$ cat src/rtl/addr_stepper.sv
// Manual debug address generator: synchronised, debounced push buttons step `number` by +/-STEP, auto-repeat on hold, clear on a two-button chord.
// Latency: a clean press shows on `pressed` DB_CYCLES+2 cycles after the first high sample, and on `number` one cycle later.
// Backpressure: none; free-running, and all outputs are registered.
module addr_stepper #(
    parameter int ADDR_W        = 12,
    parameter int STEP          = 4,
    parameter int DB_CYCLES     = 100000,
    parameter int REPEAT_DELAY  = 5000000,
    parameter int REPEAT_PERIOD = 1000000
) (
    input  logic              clk,
    input  logic              reset,
    input  logic [1:0]        btn,
    output logic [ADDR_W-1:0] number,
    output logic              step_pulse,
    output logic [1:0]        pressed
);

    localparam int DB_W    = $clog2(DB_CYCLES);
    localparam int RPT_MAX = (REPEAT_DELAY > REPEAT_PERIOD) ? REPEAT_DELAY : REPEAT_PERIOD;
    localparam int RPT_W   = $clog2(RPT_MAX + 1);

    localparam logic [DB_W-1:0]   DB_LAST     = DB_W'(DB_CYCLES - 1);
    localparam logic [RPT_W-1:0]  DELAY_LOAD  = RPT_W'(REPEAT_DELAY - 1);
    localparam logic [RPT_W-1:0]  PERIOD_LOAD = RPT_W'(REPEAT_PERIOD - 1);
    localparam logic [ADDR_W-1:0] STEP_V      = ADDR_W'(STEP);

    typedef enum logic [1:0] {
        IDLE,
        HOLD,
        REPEAT,
        CHORD
    } state_t;

    logic [1:0]      sync1;
    logic [1:0]      sync2;
    logic [1:0]      stable;
    logic [DB_W-1:0] db_cnt [2];

    always_ff @(posedge clk) begin
        if (reset) begin
            sync1  <= '0;
            sync2  <= '0;
            stable <= '0;
            for (int i = 0; i < 2; i++) begin
                db_cnt[i] <= '0;
            end
        end else begin
            sync1 <= btn;
            sync2 <= sync1;
            // A level is accepted only after DB_CYCLES consecutive differing samples.
            for (int i = 0; i < 2; i++) begin
                if (sync2[i] == stable[i]) begin
                    db_cnt[i] <= '0;
                end else if (db_cnt[i] == DB_LAST) begin
                    stable[i] <= sync2[i];
                    db_cnt[i] <= '0;
                end else begin
                    db_cnt[i] <= db_cnt[i] + DB_W'(1);
                end
            end
        end
    end

    assign pressed = stable;

    state_t             state;
    state_t             state_nxt;
    logic               dir;
    logic               dir_nxt;
    logic [RPT_W-1:0]   rpt_cnt;
    logic [RPT_W-1:0]   rpt_nxt;
    logic [ADDR_W-1:0]  number_nxt;
    logic               pulse_nxt;
    logic               both;
    logic               any;
    logic               held;
    logic [ADDR_W-1:0]  stepped;

    // dir = 1 means decrement (btn[1]); latched when a hold starts.
    assign both    = &stable;
    assign any     = |stable;
    assign held    = stable[dir];
    assign stepped = dir ? (number - STEP_V) : (number + STEP_V);

    always_comb begin
        state_nxt  = state;
        dir_nxt    = dir;
        rpt_nxt    = rpt_cnt;
        number_nxt = number;
        pulse_nxt  = 1'b0;
        case (state)
            IDLE: begin
                if (both) begin
                    number_nxt = '0;
                    pulse_nxt  = 1'b1;
                    state_nxt  = CHORD;
                end else if (any) begin
                    dir_nxt    = stable[1];
                    number_nxt = stable[1] ? (number - STEP_V) : (number + STEP_V);
                    pulse_nxt  = 1'b1;
                    rpt_nxt    = DELAY_LOAD;
                    state_nxt  = HOLD;
                end
            end
            HOLD, REPEAT: begin
                if (both) begin
                    number_nxt = '0;
                    pulse_nxt  = 1'b1;
                    state_nxt  = CHORD;
                end else if (!held) begin
                    state_nxt = IDLE;
                end else if (rpt_cnt == '0) begin
                    number_nxt = stepped;
                    pulse_nxt  = 1'b1;
                    rpt_nxt    = PERIOD_LOAD;
                    state_nxt  = REPEAT;
                end else begin
                    rpt_nxt = rpt_cnt - RPT_W'(1);
                end
            end
            CHORD: begin
                // Wait for a full release so a partial re-press cannot step.
                if (!any) begin
                    state_nxt = IDLE;
                end
            end
            default: begin
                state_nxt = IDLE;
            end
        endcase
    end

    always_ff @(posedge clk) begin
        if (reset) begin
            state      <= IDLE;
            dir        <= 1'b0;
            rpt_cnt    <= '0;
            number     <= '0;
            step_pulse <= 1'b0;
        end else begin
            state      <= state_nxt;
            dir        <= dir_nxt;
            rpt_cnt    <= rpt_nxt;
            number     <= number_nxt;
            step_pulse <= pulse_nxt;
        end
    end

endmodule
$ cat config.mk
export PLATFORM = sky130hd
export DESIGN_NAME = addr_stepper
export DESIGN_NICKNAME = d
export VERILOG_FILES = /design/src/rtl/addr_stepper.sv
export SDC_FILE = /design/constraint.sdc
export NUM_CORES = 1
export LEC_CHECK = 0
export ABC_AREA = 1
export BUFFER_PORTS_ARGS = -buffer_cell sky130_fd_sc_hd__clkbuf_2
export CAP_MARGIN = 20
export CELL_PAD_IN_SITES_DETAIL_PLACEMENT = 1
export CELL_PAD_IN_SITES_GLOBAL_PLACEMENT = 2
export CORE_MARGIN = 4
export CORE_UTILIZATION = 24
export DETAILED_ROUTE_END_ITERATION = 7
export PLACE_DENSITY_LB_ADDON = 0.1
export REMOVE_ABC_BUFFERS = 1
export SKIP_CTS_REPAIR_TIMING = 1
export SLEW_MARGIN = 10
export SYNTH_ARGS = -nofsm -noshare
export SYNTH_HDL_FRONTEND = slang
export SYNTH_SLANG_ARGS = --single-unit
$ cat constraint.sdc
create_clock -name clk -period 2.48 [get_ports clk]
set_input_delay 0.496 -clock clk [delete_from_list [all_inputs] [get_ports clk]]
set_output_delay 0.496 -clock clk [all_outputs]
set_load 0.01 [all_outputs]
== Word level (Yosys, flattened, before mapping) ==
Memory sizes are Yosys's and may differ from the RTL's.
Cells that the tools add are included.

* Register bits: 45
* Logic and storage cells: 112
* Memories: 1
* Memory bits (writable): 34
* Output and inout port bits: 15

* $lt $le $gt $ge: 1
* Add/sub/neg operators: 5
* Bitwise operators: 9
* Reductions and logical operators: 12
* Multiplexer cells: 59
* Equality and inequality tests: 16

{| class="wikitable"
|+ Memory list
! memory !! words !! width !! read ports !! clocked after Yosys merged registers in !! write ports !! RTL line !! RTL
|-
| db_cnt || 2 || 17 || 2 || 0 || 2 || 38 || <nowiki>logic [DB_W-1:0] db_cnt [2];</nowiki>
|}

{| class="wikitable"
|+ Operator list
! kind !! count
|-
| $mux 23 || 5
|-
| $mux 17 || 6
|-
| $mux 12 || 7
|-
| $pmux 23 s2 || 1
|-
| $add 17x1->17 const B || 2
|-
| $eq 17x17->1 const B || 2
|-
| $mux 1 || 31
|-
| $pmux 12 s2 || 1
|-
| $logic_not 23->1 || 1
|-
| $sub 23x1->23 const B || 1
|-
| $add 12x3->12 const B || 1
|-
| $mux 2 || 6
|-
| $sub 12x3->12 const B || 1
|-
| $ne 2x2->1 const B || 5
|-
| $ne 3x3->1 const B || 3
|-
| $or 1x1->1 || 6
|-
| $pmux 2 s3 || 1
|-
| $reduce_and 2->1 || 3
|-
| $reduce_and 3->1 || 2
|-
| $reduce_and 5->1 || 1
|-
| $eq 2x2->1 const B || 2
|-
| $ne 4x4->1 const B || 1
|-
| $reduce_and 4->1 || 1
|-
| $reduce_or 2->1 || 2
|-
| 7 further kinds || 10
|}

== Logic depth before layout (Yosys ltp) ==
Gate-level depths: netlist (run 1).

* Depth in word-level cells: 7
* Depth in mapped cells: 14
* Gate-level depth less buffers: 13

== Worst setup path before layout (run 1) ==
Ideal clock, no wire load.

* Path type: reg-to-reg
* Start: register state[0]
* End: register rpt_cnt[18]
* Arrival time: 1.669 ns
* Stages on the path, launching flop included: 14
* Path slack: 0.701 ns
* Library setup time: 0.110 ns
* Cells stage by stage: dfxtp_1 > inv_1 > ha_1 > buf_6 > nand2_1 > o21ai_1 > nor2_1 > nand2_4 > inv_4 > nand2_1 > o21ai_1 > nand3_1 > nand2_1 > inv_1

* Cells in the longest elaborated chain, start to end: 4
* Elaborated cells between the ends (all ways): 11
* Classes of those cells: eq/ne (6); mux (1); reduce/logical (4)

{| class="wikitable"
|+ Ends and longest elaborated chain
! item !! RTL line !! RTL
|-
| start: declaration || 67 || <nowiki>state_t state;</nowiki>
|-
| start signal: assignment || 142 || <nowiki>state <= state_nxt;</nowiki>
|-
| $eq 2x1->1 or $eq 2x2->1 (tied branches) || 92 || <nowiki>case (state)</nowiki>
|-
| $reduce_or 2->1 || 92 ||
|-
| $ne 2x2->1 (no source line) or $reduce_bool 2->1 (tied branches) || - ||
|-
| $reduce_and 5->1 (no source line) || - ||
|-
| end signal: assignment || 144 || <nowiki>rpt_cnt <= rpt_nxt;</nowiki>
|-
| end: declaration || 71 || <nowiki>logic [RPT_W-1:0] rpt_cnt;</nowiki>
|}

Parallel ways exist; a longest one is shown, timed or not.
A chain may end at the register's enable or synchronous reset.

== Final worst setup path (run 1) ==
* Start: register state[1]
* End: register rpt_cnt[20]

The elaborated chain is that of the path after synthesis.

==> results of run 1 <==
==> how the worst max path moves through the flow <==
stage	start	end	slack, ns	depth (start not counted)
6_report	state[1]	rpt_cnt[20]	0.31	12
5_1_grt	state[1]	rpt_cnt[18]	0.09	12
4_1_cts	state[0]	rpt_cnt[20]	0.24	12
3_5_place_dp	state[0]	rpt_cnt[20]	0.26	12
3_3_place_gp	state[0]	number[8]	0.41	12
2_1_floorplan	state[0]	rpt_cnt[18]	0.62	12
==> area by class of cell <==
| class | count | area (sq um) |
|---|---|---|
| fill | 2367 | 13500 |
| multi-input combinational | 500 | 2540 |
| sequential | 77 | 1880 |
| tap | 260 | 325 |
| inverter | 72 | 274 |
| clock buffer | 10 | 229 |
| timing repair buffer | 22 | 125 |
| clock inverter | 6 | 31.3 |
==> flip-flops by register name, summed over array words and instances (netlist names) <==
name        count
step_pulse      1
sync2           2
state           2
number         10
sync1           2
rpt_cnt        23
db_cnt         34
pressed         2
dir             1
==> worst reg2reg max path: cells and delay by family (launching register included) <==
kind,cells,cell delay [ns]
and+or+nand+nor,5,0.70
adders and majority gates,1,0.43
DFF,1,0.38
buffers and inverters,3,0.35
AOI/OAI and AO/OA,3,0.20
==> routing by layer <==
| layer | GRT usage, % | part of all wire [%] | vias to the layer above |
|---|---|---|---|
| met1 | 15.2 | 48 | 1975 |
| met3 | 2.59 | 2.3 | 10 |
| met4 | 3.08 | 1.1 | 0 |
| li1 | - | - | 2126 |
| met5 | 0 | 0 | - |
| met2 | 20.9 | 49 | 29 |
==> cells by family (layout without fill, tap and decap cells) <==
| kind of cell | Yosys count | in the layout |
|---|---|---|
| buffers and inverters | 84 | 110 |
| AOI/OAI and AO/OA | 74 | 74 |
| other | 2 | 36 |
| xor gates and xnor gates | 25 | 25 |
| DFF | 77 | 77 |
| and+or+nand+nor | 353 | 353 |
| adders and majority gates | 12 | 12 |
==> metrics by stage <==
stage	setup slack, ns	hold WS, ns	cells	power [mW]
2_1_floorplan	0.625	0.388	649	3.78
3_3_place_gp	0.412	0.410	931	4.48
6_report	0.309	0.351	947	5.65
5_1_grt	0.0855	0.362	947	6.21
4_1_cts	0.243	0.340	947	5.80
3_5_place_dp	0.262	0.407	931	4.54
==> power breakdown <==
part	switching, mW	internal (mW)
sequential	0.236	1.53
combinational	1.81	0.865
clock	0.537	0.668
total	2.58	3.07
==> Yosys cell counts (5+ instances only) <==
| cell | n |
|---|---|
| inv_1 | 66 |
| nand2_1 | 132 |
| a21oi_1 | 34 |
| o21ai_0 | 21 |
| dfxtp_1 | 43 |
| ha_1 | 12 |
| nand2_4 | 5 |
| nand2_2 | 7 |
| nand4_1 | 15 |
| nor3_1 | 20 |
| a31oi_1 | 5 |
| nand3_1 | 46 |
| nand3b_1 | 5 |
| nor2_1 | 101 |
| xor2_1 | 21 |
| edfxtp_1 | 34 |
==> summary.md, run 1 <==
| Metric | Value |
|---|---|
| CP Buf/Inv Count | `3` |
| Total grt overflow | `0` |
| Critical Path Most Common Cell | `nand2_4` |
| Post-synth EDFFs | `34` |
| Highest-delay cell along the critical path | `ha_1` |
| Cell count of the worst reg-to-reg path | `12` |
| Synthesized-area fraction occupied by ao, oa, aoi and oai cells | `under 10%` |
| CP Capture Type | `register` |
| Number of register bits inferred by synthesis | `77` |
| Growth of design area from synthesis to finish | `16.4%` |
| Part of the cycle the worst path needs | `between 80% and 90%` |
| Number of primary I/O pins | `19` |
| Clock sink total | `77` |
| Core footprint | `18900 sq um` |
| Adder and majority gate portion of the synthesized area | `3.23%` |
| Worst r2r src | `state[1]` |
| Slack of the worst reg-to-reg path | `0.31 ns` |
| Category of the most critical setup path | `reg -> reg` |
| Number of design rule violations left after detail routing | `0` |
| DP Wirelength | `9690 um` |
| Clock slew at the register clock pins of the worst setup and hold paths | `0.06 ns` |
| Most common flop cell mapped by yosys | `dfxtp_1` |
| Pin count of the biggest net entering global routing | `24` |
| Number of maximum-capacitance constraint violations | `0` |
| IO buf count | `16` |
| Worst min-delay path startpoint | `btn[0]` |
| Number of clock buffers inserted by TritonCTS | `9` |
| Sequential-to-total area share from yosys stat | `40.5%` |
| Later-pin clock latency in the skew report | `around 0.34 ns` |
| Placed Instance Area | `5150 sq um` |
| Number of iterations in the first detailed-routing pass | `4` |
| All-layer global routing usage | `12.0%` |
| Final Hold Viols | `0` |
| Ordered cell list for the critical path | `inv_1 -> ha_1 -> nand2_1 -> o21ai_1 -> nor2_1 -> nand2_4 -> inv_4 -> nand2_4 -> nand2_4 -> inv_1 -> o21ai_1 -> a21oi_1` |
| Antenna cells | `0` |
| Via density per instance | `4.37` |
| Cells after Synth | `627` |
| Clock Tree Buf Depth | `2` |
| Maximum fanout encountered on the critical timing path | `17` |
| Average instance area after synthesis | `7.41 sq um` |
| Period minus WS final | `2.17 ns` |
| Post-DR wirelength/cell | `~13 um` |
| Final layout net count | `698` |
| Count of distinct cell types in the synthesized netlist | `43` |
| Fraction of registers with async set or reset after synthesis | `0%` |
| Cell taking the most area after synthesis | `edfxtp_1` |
| Required time of the critical path | `2.71 ns` |
| Final worst clock skew | `0.00662 ns` |
| Power density over the cells | `approximately 1000 nW/um^2` |
| Post-route cell area | `5410 sq um` |
| Cell area after technology mapping | `4650 sq um` |
| Die width | `147 um` |
| Vias after detailed routing | `4140` |
| Commonest cells after routing, fill and taps aside | `nand2_1, nor2_1, inv_1` |
| Effective utilization at floorplan | `about 25%` |
| LEAKAGE | `around 2.3 nW` |
| Result of the run | `finished clean` |
| RSZ-0062 raised after global routing | `false` |
| Die area | `between 20000 and 25000 sq um` |
| Area fraction of the dominant cell type after synthesis | `22.0%` |
| Setup violators final | `0` |
| DRT antenna net count | `0` |
| Critical Path Source Type | `register` |
| TritonCTS clock tree | `done` |
| Peak per-stage delay on the critical path | `between 0.4 and 0.5 ns` |
| VDD IR max | `around 340 uV` |
| Site row count | `50` |
| Worst hold path class | `in -> reg` |
| Hold Path Depth | `3` |
| Fraction of synthesized area in multiplexers | `0%` |
| Xor/xnor share of the synthesized area | `approximately 4.7%` |
| Routability congestion estimate from global placement | `around 0.76` |
| Final sum of negative setup slack | `0 ns` |
| Highest clock frequency the design can meet | `roughly 460 MHz` |
| First-pass GRT wire length | `21200 um` |
| Buffer type at the clock tree root | `clkbuf_16` |
| Most common library cell in the layout ignoring fill and taps | `nand2_1` |
| Cell types with the largest area share after synthesis | `edfxtp_1, dfxtp_1, nand2_1` |
| Initial antenna violation count | `0` |
| Critical path data arrival time | `2.40 ns` |
| Chip height | `~150 um` |
| Via count of the first global-routing pass | `between 4000 and 5000` |
| Deepest level of the CTS H-tree | `3` |
| Max-slew violations | `0` |
| Final Routed Wirelength | `about 13000 um` |
| Starting DRT DRC Count | `140` |
| Reg-to-reg endpoint | `rpt_cnt[20]` |
| Final Core Density | `28.6%` |
| Endpoint of the worst hold-timing path | `sync1[0]` |
| Fraction of layout instances using a drive strength above 1 | `10.6%` |
| Dominant combinational cell family by area after synthesis | `simple AND/OR/NAND/NOR gates` |
| Synthesis warning total | `0` |
| Simple-gate portion of the synthesized area | `35.1%` |
| Kind of cell with the highest combined delay on the critical path | `simple AND/OR/NAND/NOR gates` |
No activity file was read; power rests on OpenSTA's default activity.
==> inputs of run 2 (changes only) <==
Settings changed: BUFFER_PORTS_ARGS -buffer_cell sky130_fd_sc_hd__clkbuf_2 to unset, DONT_BUFFER_PORTS set to 1.
==> summary.md, run 2 (synthesis gave the netlist of run 1 again) <==
| Metric | Value |
|---|---|
| Result of the run | `finished clean` |
| CP Capture Type | `register` |
| Effective utilization at floorplan | `24.6% (unchanged)` |
| Initial antenna violation count | `0 (unchanged)` |
| Commonest cells after routing, fill and taps aside | `nand2_1, nor2_1, inv_1` |
| LEAKAGE | `2.27 nW (-2.4%)` |
| Final layout net count | `681 (-2.4%)` |
| Clock slew at the register clock pins of the worst setup and hold paths | `0.06 ns (about the same)` |
| Number of clock buffers inserted by TritonCTS | `9 (unchanged)` |
| Final worst clock skew | `0.00605 ns (-0.000566 ns)` |
| Die area | `21700 sq um (unchanged)` |
| Via density per instance | `4.38 (+0.30%)` |
| RSZ-0062 raised after global routing | `false` |
| Power density over the cells | `1080 nW/um^2 (+3.8%)` |
| Endpoint of the worst hold-timing path | `number[9]` |
| Slack of the worst reg-to-reg path | `0.32 ns (about the same)` |
| Maximum fanout encountered on the critical timing path | `17 (unchanged)` |
| Final Hold Viols | `0 (unchanged)` |
| Clock sink total | `77 (unchanged)` |
| Post-DR wirelength/cell | `13.4 um (+0.86%)` |
| Number of primary I/O pins | `19 (unchanged)` |
| Part of the cycle the worst path needs | `87.3% (-0.26 points)` |
| Most common library cell in the layout ignoring fill and taps | `nand2_1` |
| Count of filler cells inserted in the layout | `2352 (-0.63%)` |
| Sequential cell fraction of total power | `30.6% (-0.7 points)` |
| Antenna cells | `0 (unchanged)` |
| Site row count | `50 (unchanged)` |
| Setup violators final | `0 (unchanged)` |
| Total internal power | `3.25 mW (+6.0%)` |
| Worst min-delay path startpoint | `reset` |
| Pre-CTS setup slack | `0.273 ns (+0.0116 ns)` |
| Number of maximum-capacitance constraint violations | `0 (unchanged)` |
| TritonCTS clock tree | `done` |
| Total grt overflow | `0 (unchanged)` |
| Vias after detailed routing | `4078 (-1.5%)` |
| Overall power | `5.83 mW (+3.1%)` |
| Critical path data arrival time | `2.40 ns (about the same)` |
| Number of iterations in the first detailed-routing pass | `4 (unchanged)` |
| Clock Tree Buf Depth | `2 (unchanged)` |
| Placed Instance Area | `5060 sq um (-1.7%)` |
| Max-slew violations | `0 (unchanged)` |
| Routability congestion estimate from global placement | `0.805 (+5.8%)` |
| DP Wirelength | `9550 um (-1.5%)` |
| Combinational Power Share | `44.9% (-2.5 points)` |
| Post-route cell area | `5380 sq um (-0.62%)` |
| Final worst slack | `0.315 ns (+0.00652 ns)` |
| Growth of design area from synthesis to finish | `15.6%` |
| Highest clock frequency the design can meet | `462 MHz (+0.30%)` |
| Via count of the first global-routing pass | `4095 (-3.5%)` |
| Pin count of the biggest net entering global routing | `25 (+4.2%)` |
| Chip height | `147 um (unchanged)` |
| Fraction of power spent switching nets | `44.2% (-1.5 points)` |
| Number of design rule violations left after detail routing | `0 (unchanged)` |
| Core footprint | `18900 sq um (unchanged)` |
| Worst hold path class | `in -> reg` |
| Required time of the critical path | `2.71 ns (about the same)` |
| Placed cell count | `914 (-1.8%)` |
| Period minus WS final | `2.16 ns (-0.00652 ns)` |
| Deepest level of the CTS H-tree | `3 (unchanged)` |
| DRT antenna net count | `0 (unchanged)` |
| Minimum hold slack | `0.223 ns (-0.127 ns)` |
| Finished Layout Cells | `930 (-1.8%)` |
| Buffer type at the clock tree root | `clkbuf_16` |
| Worst r2r src | `state[0]` |
| Final Routed Wirelength | `12400 um (-0.95%)` |
| First-pass GRT wire length | `20600 um (-2.8%)` |
| VDD IR max | `369 uV (+9.8%)` |
| All-layer global routing usage | `11.9% (-0.17 points)` |
| Final Core Density | `28.5% (-0.18 points)` |
| Reg-to-reg endpoint | `rpt_cnt[20]` |
| Clock group share of total power | `24.5% (+3.2 points)` |
| Critical Path Source Type | `register` |
| Cell count of the worst reg-to-reg path | `12 (unchanged)` |
| Category of the most critical setup path | `reg -> reg` |
| Fraction of layout instances using a drive strength above 1 | `8.36% (-2.3 points)` |
| Die width | `147 um (unchanged)` |
| IO buf count | `0 (-16)` |
| Top Registers | `db_cnt: 34 flops, rpt_cnt: 23 flops, number: 10 flops` |
| P_sw | `2.58 mW (-0.32%)` |
| Final sum of negative setup slack | `0 ns (unchanged)` |
| Starting DRT DRC Count | `85 (-39%)` |
| Later-pin clock latency in the skew report | `0.34 ns (about the same)` |
| Register with the most flip-flops | `db_cnt` |
| Flip-flop count of the largest register, all copies and words added | `34 (unchanged)` |
| Hold Path Depth | `1 (-2)` |
run 2: cell types whose count changed in the layout (fill, tap and decap cells not counted), sizes merged:
| cell | delta |
|---|---|
| inv | +1 |
| clkinv | -2 |
| bufinv | +2 |
| buf | -1 |
| clkbuf | -17 |
run 2: worst max-delay path, stage by stage, from the launching register on:
cell     delay, ns
dfxtp_1       0.39
inv_1         0.06
ha_1          0.44
nand2_1       0.14
o21ai_1       0.07
nor2_1        0.17
nand2_4       0.15
inv_4         0.20
nand2_4       0.13
nand2_4       0.12
inv_1         0.06
o21ai_1       0.07
a21oi_1       0.05
run 2: area by class of cell:
cell class	count	area, sq um	area share (%)
Tap cell	260	325	6.05
Clock buffer	9	225	4.19
Multi-Input combinational cell	500	2540	47.3
Sequential cell	77	1880	35.0
Clock inverter	7	88.8	1.65
Inverter	72	274	5.10
Timing Repair Buffer	5	37.5	0.698
run 2: worst max-delay path by stage:
stage / cells past startpoint / start / to
6_report: 12 / state[0] / rpt_cnt[20]
5_1_grt: 12 / state[0] / rpt_cnt[18]
4_1_cts: 12 / state[0] / rpt_cnt[20]
3_5_place_dp: 12 / state[0] / rpt_cnt[20]
3_3_place_gp: 12 / state[0] / number[8]
2_1_floorplan: 12 / state[0] / rpt_cnt[18]
run 2: power groups by stage:
| stage | Clock [mW] | Sequential [mW] | Combinational, mW |
|---|---|---|---|
| after floorplan | 0 | 1.74 | 2.04 |
| after global placement | 0 | 1.81 | 2.64 |
| after detailed placement | 0 | 1.82 | 2.67 |
| after CTS | 1.50 | 1.79 | 2.68 |
| after global routing | 1.55 | 1.83 | 2.99 |
| final | 1.43 | 1.78 | 2.62 |
run 2: routing by layer:
layer / GRT usage [%] / routed length [um]
met3: 3.21 / 333
met1: 15.1 / 6060
met2: 20.0 / 5920
met4: 2.80 / 119
met5: 0 / 0
